==> src/rtl/hilo_unit.sv <==
// rtl/hilo_unit.sv - HI/LO register unit with MULT/MADD/MSUB/MTHI/MTLO and iterative 32-step divider
module hilo_unit (
    input  logic        Clk,
    input  logic        Reset,
    input  logic [2:0]  HiLoOp,
    input  logic [31:0] ProdHi,
    input  logic [31:0] ProdLo,
    input  logic [31:0] A,
    input  logic [31:0] B,
    output logic [31:0] Hi,
    output logic [31:0] Lo,
    output logic        Stall,
    output logic        DivByZero
);

    localparam logic [2:0] OP_MULT = 3'b001;
    localparam logic [2:0] OP_MADD = 3'b010;
    localparam logic [2:0] OP_MSUB = 3'b011;
    localparam logic [2:0] OP_MTHI = 3'b100;
    localparam logic [2:0] OP_MTLO = 3'b101;

    typedef enum logic {S_IDLE, S_RUN} state_t;

    state_t      r_state;
    state_t      w_next;
    logic [31:0] r_hi;
    logic [31:0] r_lo;
    logic        r_dbz;
    logic [31:0] r_dvd;      // dividend shifts out the top, quotient bits shift in the bottom
    logic [31:0] r_dvs;
    logic [32:0] r_rem;
    logic        r_qneg;
    logic        r_rneg;
    logic [4:0]  r_cnt;

    logic        w_idle;
    logic        w_is_div;
    logic        w_signed;
    logic        w_issue_div;
    logic        w_issue_dbz;
    logic        w_last;
    logic [31:0] w_a_abs;
    logic [31:0] w_b_abs;
    logic [33:0] w_shift;
    logic [33:0] w_diff;
    logic        w_ge;
    logic [32:0] w_rem_next;
    logic [31:0] w_quo_raw;
    logic [31:0] w_quo_fix;
    logic [31:0] w_rem_fix;

    assign w_idle      = (r_state == S_IDLE);
    assign w_is_div    = HiLoOp[2] & HiLoOp[1];
    assign w_signed    = ~HiLoOp[0];
    assign w_issue_div = w_idle && w_is_div && (B != 32'd0);
    assign w_issue_dbz = w_idle && w_is_div && (B == 32'd0);
    assign w_last      = (r_cnt == 5'd31);

    assign w_a_abs = (w_signed && A[31]) ? (32'd0 - A) : A;
    assign w_b_abs = (w_signed && B[31]) ? (32'd0 - B) : B;

    // One restoring step: shift in the next dividend bit, keep the difference if it did not go negative
    assign w_shift    = {r_rem, r_dvd[31]};
    assign w_diff     = w_shift - {2'b00, r_dvs};
    assign w_ge       = ~w_diff[33];
    assign w_rem_next = w_ge ? w_diff[32:0] : w_shift[32:0];
    assign w_quo_raw  = {r_dvd[30:0], w_ge};

    // Sign correction: quotient truncates toward zero, remainder follows the dividend
    assign w_quo_fix = r_qneg ? (32'd0 - w_quo_raw) : w_quo_raw;
    assign w_rem_fix = r_rneg ? (32'd0 - w_rem_next[31:0]) : w_rem_next[31:0];

    assign Hi        = r_hi;
    assign Lo        = r_lo;
    assign Stall     = (r_state == S_RUN);
    assign DivByZero = r_dbz;

    // Divider FSM next-state: start on a non-zero divide, finish after the 32nd step
    always_comb begin
        w_next = r_state;
        case (r_state)
            S_IDLE:  if (w_issue_div) w_next = S_RUN;
            S_RUN:   if (w_last)      w_next = S_IDLE;
            default: w_next = S_IDLE;
        endcase
    end

    // Divider FSM state register
    always_ff @(posedge Clk or posedge Reset) begin
        if (Reset) r_state <= S_IDLE;
        else       r_state <= w_next;
    end

    // Divider datapath: latch operands on issue, iterate while running
    always_ff @(posedge Clk or posedge Reset) begin
        if (Reset) begin
            r_dvd  <= 32'd0;
            r_dvs  <= 32'd0;
            r_rem  <= 33'd0;
            r_qneg <= 1'b0;
            r_rneg <= 1'b0;
            r_cnt  <= 5'd0;
        end else if (w_issue_div) begin
            r_dvd  <= w_a_abs;
            r_dvs  <= w_b_abs;
            r_rem  <= 33'd0;
            r_qneg <= w_signed & (A[31] ^ B[31]);
            r_rneg <= w_signed & A[31];
            r_cnt  <= 5'd0;
        end else if (r_state == S_RUN) begin
            r_dvd <= w_quo_raw;
            r_rem <= w_rem_next;
            r_cnt <= r_cnt + 5'd1;
        end
    end

    // HI/LO registers: ALU-fed ops when idle, divide results on the final step
    always_ff @(posedge Clk or posedge Reset) begin
        if (Reset) begin
            r_hi <= 32'd0;
            r_lo <= 32'd0;
        end else if (r_state == S_RUN) begin
            if (w_last) begin
                r_hi <= w_rem_fix;
                r_lo <= w_quo_fix;
            end
        end else begin
            case (HiLoOp)
                OP_MULT: {r_hi, r_lo} <= {ProdHi, ProdLo};
                OP_MADD: {r_hi, r_lo} <= {r_hi, r_lo} + {ProdHi, ProdLo};
                OP_MSUB: {r_hi, r_lo} <= {r_hi, r_lo} - {ProdHi, ProdLo};
                OP_MTHI: r_hi <= A;
                OP_MTLO: r_lo <= A;
                default: ;
            endcase
        end
    end

    // Divide-by-zero flag: single-cycle pulse after a zero-divisor issue
    always_ff @(posedge Clk or posedge Reset) begin
        if (Reset) r_dbz <= 1'b0;
        else       r_dbz <= w_issue_dbz;
    end

endmodule

==> config.mk <==
export PLATFORM = sky130hd
export DESIGN_NAME = hilo_unit
export DESIGN_NICKNAME = d
export VERILOG_FILES = /design/src/rtl/hilo_unit.sv
export SDC_FILE = /design/constraint.sdc
export NUM_CORES = 1
export LEC_CHECK = 0
export BUFFER_PORTS_ARGS = -buffer_cell sky130_fd_sc_hd__buf_4
export CAP_MARGIN = 0
export CORE_MARGIN = 2
export CORE_UTILIZATION = 55
export DETAILED_ROUTE_END_ITERATION = 12
export PLACE_DENSITY = 0.78
export REMOVE_ABC_BUFFERS = 1
export SYNTH_ARGS = -nofsm -noshare
export SYNTH_HDL_FRONTEND = slang
export SYNTH_SLANG_ARGS = --single-unit
==> constraint.sdc <==
create_clock -name Clk -period 5.25 [get_ports Clk]
set_input_delay 1.05 -clock Clk [delete_from_list [all_inputs] [get_ports Clk]]
set_output_delay 1.05 -clock Clk [all_outputs]
set_load 0.02 [all_outputs]
* Word-level counts from Yosys, hierarchy flattened
Index checks and enable logic that the tools add are counted.
Operators by class: reduce and logical (&&, ||, !) cells 12, muxes and demuxes 20, add/subtract/negate cells 8, equal/unequal tests 7, bitwise operators 7
Operator list (number):
- 2-to-1 mux 32 bit | 10
- case mux 32 bit (4 select lines) | 2
- subtractor 1 x 32 -> 32 bit (first input constant) | 4
- 2-to-1 mux 33 bit | 3
- adder 64 bit | 1
- subtractor 64 bit | 1
- subtractor 34 x 32 -> 34 bit | 1
- logical NOT 32 bit | 1
- nonzero test 32 bit | 1
- 2-to-1 mux 5 bit | 2
- nonzero test 5 bit | 2
- equality test 3 x 2 -> 1 bit (second input constant) | 2
- equality test 3 bit (second input constant) | 2
- adder 5 x 1 -> 5 bit (second input constant) | 1
- equality test 5 bit (second input constant) | 1
- logical AND 1 bit | 5
- AND reduction 2 bit | 2
- AND 1 bit | 3
- equality test 3 x 1 -> 1 bit (second input constant) | 1
- inverter 1 bit | 3
- 2-to-1 mux 1 bit | 2
- inequality test 2 x 1 -> 1 bit (second input constant) | 1
- case mux 1 bit (2 select lines) | 1
- nonzero test 2 bit | 1
- bitwise XOR 1 bit | 1
Storage, ports and cells: logic and storage cells 64, register bits after elaboration 170, output and inout bits 66

* Depth between registers and ports, before layout
depth after elaboration 6, mapped depth 26

* Worst setup path after synthesis
Ideal clock, no wire load.
path kind reg-to-reg, start reg r_rem[27], end reg r_hi[30] (netlist: Hi[30]), data arrival time 4.475 ns, slack 0.645 ns, cell stages (with the launch flop) 23, period minus slack after synthesis 4.605 ns, path buffers 3, data required time 5.120 ns, cells stage by stage dfrtp_1 ha_1 buf_2 a21oi_1 o21ai_0 a2111oi_0 o221ai_2 xor2_1 inv_1 buf_2 buf_1 mux2i_1 ha_1 inv_1 nor2_1 nand2_1 nor4_1 nand3_1 a21oi_1 or3b_4 mux2i_1 o31ai_1 a31oi_1
On the way: word-level cells in the longest chain between the ends 6
RTL lines:
- start, declared | line 31 | logic [32:0] r_rem;
- start signal, assigned | line 112 | r_rem <= w_rem_next;
- subtractor 34 x 32 -> 34 bit | line 64 | assign w_diff = w_shift - {2'b00, r_dvs};
- 2-to-1 mux 33 bit * | line 66 | assign w_rem_next = w_ge ? w_diff[32:0] : w_shift[32:0];
- subtractor 1 x 32 -> 32 bit | line 71 | assign w_rem_fix = r_rneg ? (32'd0 - w_rem_next[31:0]) : w_rem_next[31:0];
- 2-to-1 mux 32 bit * | line 71
- 2-to-1 mux 32 bit * | line 123 | if (w_last) begin
- 2-to-1 mux 32 bit * | line 122 | end else if (r_state == S_RUN) begin
- end signal, assigned | line 124 | r_hi <= w_rem_fix;
- end signal, assigned | line 129 | OP_MULT: {r_hi, r_lo} <= {ProdHi, ProdLo};
- end signal, assigned | line 130 | OP_MADD: {r_hi, r_lo} <= {r_hi, r_lo} + {ProdHi, ProdLo};
- end, declared | line 26 | logic [31:0] r_hi;
Mark *: on every way between the ends. The rest lies on a longest branch, timed or not. The select of a mux whose other input is x is not followed. A chain may end at the register's enable or synchronous reset.

* Worst setup path in the final report
start in B[12], end reg r_dvd[31]
On the way: word-level cells in the longest chain between the ends 3
RTL lines:
- start, declared | line 9 | input logic [31:0] B,
- nonzero test 32 bit * | line 55 | assign w_issue_div = w_idle && w_is_div && (B != 32'd0);
- logical AND 1 bit * | line 55
- 2-to-1 mux 32 bit / nonzero test 2 bit (equally long branches)
- end signal, assigned | line 104 | r_dvd <= w_a_abs;
- end signal, assigned | line 111 | r_dvd <= w_quo_raw;
- end, declared | line 29 | logic [31:0] r_dvd;
Mark *: on every way between the ends. The rest lies on a longest branch, timed or not.

==> summary.md <==
• **result of the run** finished with violations
• **failing checks** capacitance limit, slew limit
• **Crit Path Category** input port to flip-flop
• **post-route DRC violation count** 0
• **antenna violations before repair** 4
• **fin area** 23900 sq um
• **total routing resource utilization after global routing** 41.8%
• **Clock Tree Buf Depth** 2
• **most frequent cells after synthesis** sky130_fd_sc_hd__a21oi_1, sky130_fd_sc_hd__nand2_1, sky130_fd_sc_hd__nor2_1
• **number of distinct library cells after synthesis** 92
• **top fanout value on the critical path** 13
• **total of flip-flops plus latches after synthesis** 170
• **min cycle time layout** 5.09 ns
• **wire length of the first global-routing pass** 126 mm
• **Crit path max-delay family** simple AND/OR/NAND/NOR gates
• **placeable core region** 37600 sq um
• **Achievable Freq** 196 MHz
• **crit path cell chain** buf_4 > or4_1 > or3_1 > or3_1 > or3_1 > nor4_1 > buf_4 > nand4_1 > nor2b_2 > buf_4 > o21ai_0
• **slowest CP cell** sky130_fd_sc_hd__o21ai_0
• **top-count cell post-synth** sky130_fd_sc_hd__a21oi_1
• **initial standard-cell utilization of the core** 55.6%
• **share of async-settable or async-resettable flops after synthesis** 100%
• **vias in the first global route** 22437
• **element type at the critical path end** flip-flop
• **count of boundary I/O pins** 199
• **Min Hold Slack** 0.488 ns
• **power density over cell area** 740 nW/um^2
• **clock latency at the later pin of the worst-skew pair** 0.53 ns
• **period utilization** 97.0%
• **post-synthesis to final-layout area growth** 14.1%
• **CTS sink cnt** 170
• **via count** 23088
• **max-cap viol count** 1
• **IO Port Bufs** 198
• **die area** 39600 sq um
• **DP HPWL** 63.9 mm
• **setup_tns** 0 ns
• **count of buffering cells on the critical path with inverters included** 3
• **Most used DFF post-synth** sky130_fd_sc_hd__dfrtp_1
• **number of nets at the end of the flow** 3345
• **buffer type at the clock tree root** sky130_fd_sc_hd__clkbuf_16
• **worst hold path type** flip-flop to flip-flop
• **number of optimization iterations in the first detailed-route pass** 6
• **area share of the largest cell type after synthesis** 20.4%
• **clock slew seen by the registers of the worst setup and hold paths** 0.07 ns
• **slew of the pin with the lowest slew margin** 1.53 ns
• **number of levels in the clock H-tree** 4
• **post-DR vias/cell** 6.46
• **largest cells by area after synthesis** sky130_fd_sc_hd__dfrtp_1, sky130_fd_sc_hd__ha_1, sky130_fd_sc_hd__a21oi_1, sky130_fd_sc_hd__xnor2_1, sky130_fd_sc_hd__nand2_1
• **Yosys top cell by area** sky130_fd_sc_hd__dfrtp_1
• **total clock buffers created by CTS** 17
• **Pleak** 0.0108 uW
• **Row Count** 71
• **Setup Skew** 0.0166 ns
• **total detailed-routing wirelength** 82.9 mm
• **sequential area share after synthesis** 20.4%
• **area of the mapped netlist** 20900 sq um
• **detailed-route wire length per cell** 23.2 um
• **total of endpoints with negative setup slack in the final report** 0
• **horizontal extent of the die** 199 um
• **remaining antenna violation count** 0
• **clock tree from TritonCTS** built
• **leftover overflow at the end of global routing** 0
• **share of layout cells above drive strength 1** 13.0%
• **setup bufs post-CTS** 0
• **maximum number of pins on one net before global-route repair** 96
• **final hold violations** 0
• **Critical Path Source Type** input port
• **average cell area after synthesis** 7.22 sq um
• **stage delay of the slowest cell on the critical path** 1.21 ns
• **Non-Filler Instances** 3572
• **final RePlAce weighted congestion** 1.09
• **data arrival time of the critical path** 5.37 ns
• **Cells after DPL** 3537
• **overall die height** 199 um
• **Fillers** 3370
• **Warnings, synthesis** 0
• **number of standard cells after synthesis** 2897
• **number of max-slew violations in the final report** 3
• **maximum vdd ir drop** 533 uV
• **RSZ-0062 raised after global routing** no
• **placed standard-cell area** 23200 sq um
• **Post-synth EDFFs** 0
• **Iter 0 DRT Violations** 2335
• **relative max-transition margin** -3.35%
• **data required time of the critical path** 5.53 ns
registers in the layout, summed over array words and instances, names as in the netlist:
| register | flops |
|---|---|
| r_dvd | 32 |
| DivByZero | 1 |
| Stall | 1 |
| Lo | 32 |
| r_qneg | 1 |
| r_rem | 33 |
| r_rneg | 1 |
| r_cnt | 5 |
| Hi | 32 |
| r_dvs | 32 |
per-stage QoR:
stage          utilization (%)  worst slack (ns)  power (uW)
6_report                  63.5             0.156       17600
5_1_grt                   63.5            0.0469       18900
3_3_place_gp              61.8            -0.596       15600
4_1_cts                   63.4             0.223       17300
3_5_place_dp              61.8            -0.192       15900
2_1_floorplan                -             -3.11       11800
repair_timing:
action	4_1_cts	5_1_grt
hold buffers	0	0
resized for setup	0	4
setup endpoints to repair	0	5
path summary, 6_finish.rpt:
kind                            from        end  slack, ns  depth (start not counted)
setup / recovery               B[12]  r_dvd[31]       0.16                         11
hold / removal             r_dvs[30]  r_dvs[30]       0.49                          2
setup reg to reg           r_rem[23]     Hi[30]       0.28                         22
hold reg to reg            r_dvs[30]  r_dvs[30]       0.49                          2
max in group asynchronous      Reset  r_rem[30]       3.52                          3
min in group asynchronous      Reset      Hi[3]       0.67                          2
per-layer routing:
layer,GRT usage (%),vias up,share of wire (%)
li1,-,10689,-
met1,49.3,10910,38
met2,69.6,1196,47
met3,9.36,289,8.9
met4,24.9,4,6.1
met5,0,-,0.033
report_power, final:
group	internal, uW	switching, uW
Clock	683	683
Combinational	5230	8150
Sequential	2000	906
Total	7900	9740
cells by family (layout without fill, tap and decap cells):
kind of cell,count (synthesis),after routing,synth area share (%)
XOR/XNOR,211,211,8.84
flip-flops,170,170,20.4
AND/OR/NAND/NOR,931,931,20.2
buffers and inverters,351,512,6.49
other,0,3,0
AO/OA/AOI/OAI,970,970,29.3
adder cells (fa/ha/maj),167,167,10.1
multiplexers,97,97,4.66
worst reg2reg max path, delay by kind of cell (launching register included):
family | cells | cell delay [ns]
AOI/OAI and AO/OA | 7 | 1.66
adders and majority gates | 2 | 0.59
xor gates and xnor gates | 1 | 0.18
DFF | 1 | 0.46
buffers and inverters | 5 | 0.65
muxes | 2 | 0.39
and+or+nand+nor | 5 | 0.92
area by class of cell:
cell class,count,area [sq um],area share [%]
multi-input cells,2376,15400,64.4
flip-flops and latches,170,4260,17.9
repair buffers,306,2340,9.80
inverters,174,658,2.76
well taps,511,639,2.68
clock buffers,18,439,1.84
clock inverters,14,151,0.635
diodes,3,7.51,0.0315
cell usage in the layout, fill, tap and decap left out, types with 21 or more instances in the layout:
master	count
sky130_fd_sc_hd__a21oi_1	334
sky130_fd_sc_hd__nand2_1	327
sky130_fd_sc_hd__buf_4	302
sky130_fd_sc_hd__nor2_1	283
sky130_fd_sc_hd__o21ai_0	213
sky130_fd_sc_hd__inv_1	170
sky130_fd_sc_hd__dfrtp_1	169
sky130_fd_sc_hd__ha_1	164
sky130_fd_sc_hd__xnor2_1	148
sky130_fd_sc_hd__mux2i_1	93
sky130_fd_sc_hd__nor3_1	69
sky130_fd_sc_hd__xor2_1	62
sky130_fd_sc_hd__o31ai_1	51
sky130_fd_sc_hd__o21bai_1	43
sky130_fd_sc_hd__nand3_1	39
sky130_fd_sc_hd__nor4_1	36
sky130_fd_sc_hd__a31oi_1	34
sky130_fd_sc_hd__o211ai_1	30
sky130_fd_sc_hd__nand4_1	29
sky130_fd_sc_hd__a21o_1	27
sky130_fd_sc_hd__nor2b_1	25
sky130_fd_sc_hd__a211oi_1	25
sky130_fd_sc_hd__or3_1	22
sky130_fd_sc_hd__nand2b_1	21
(Power assumes the default switching activity.)
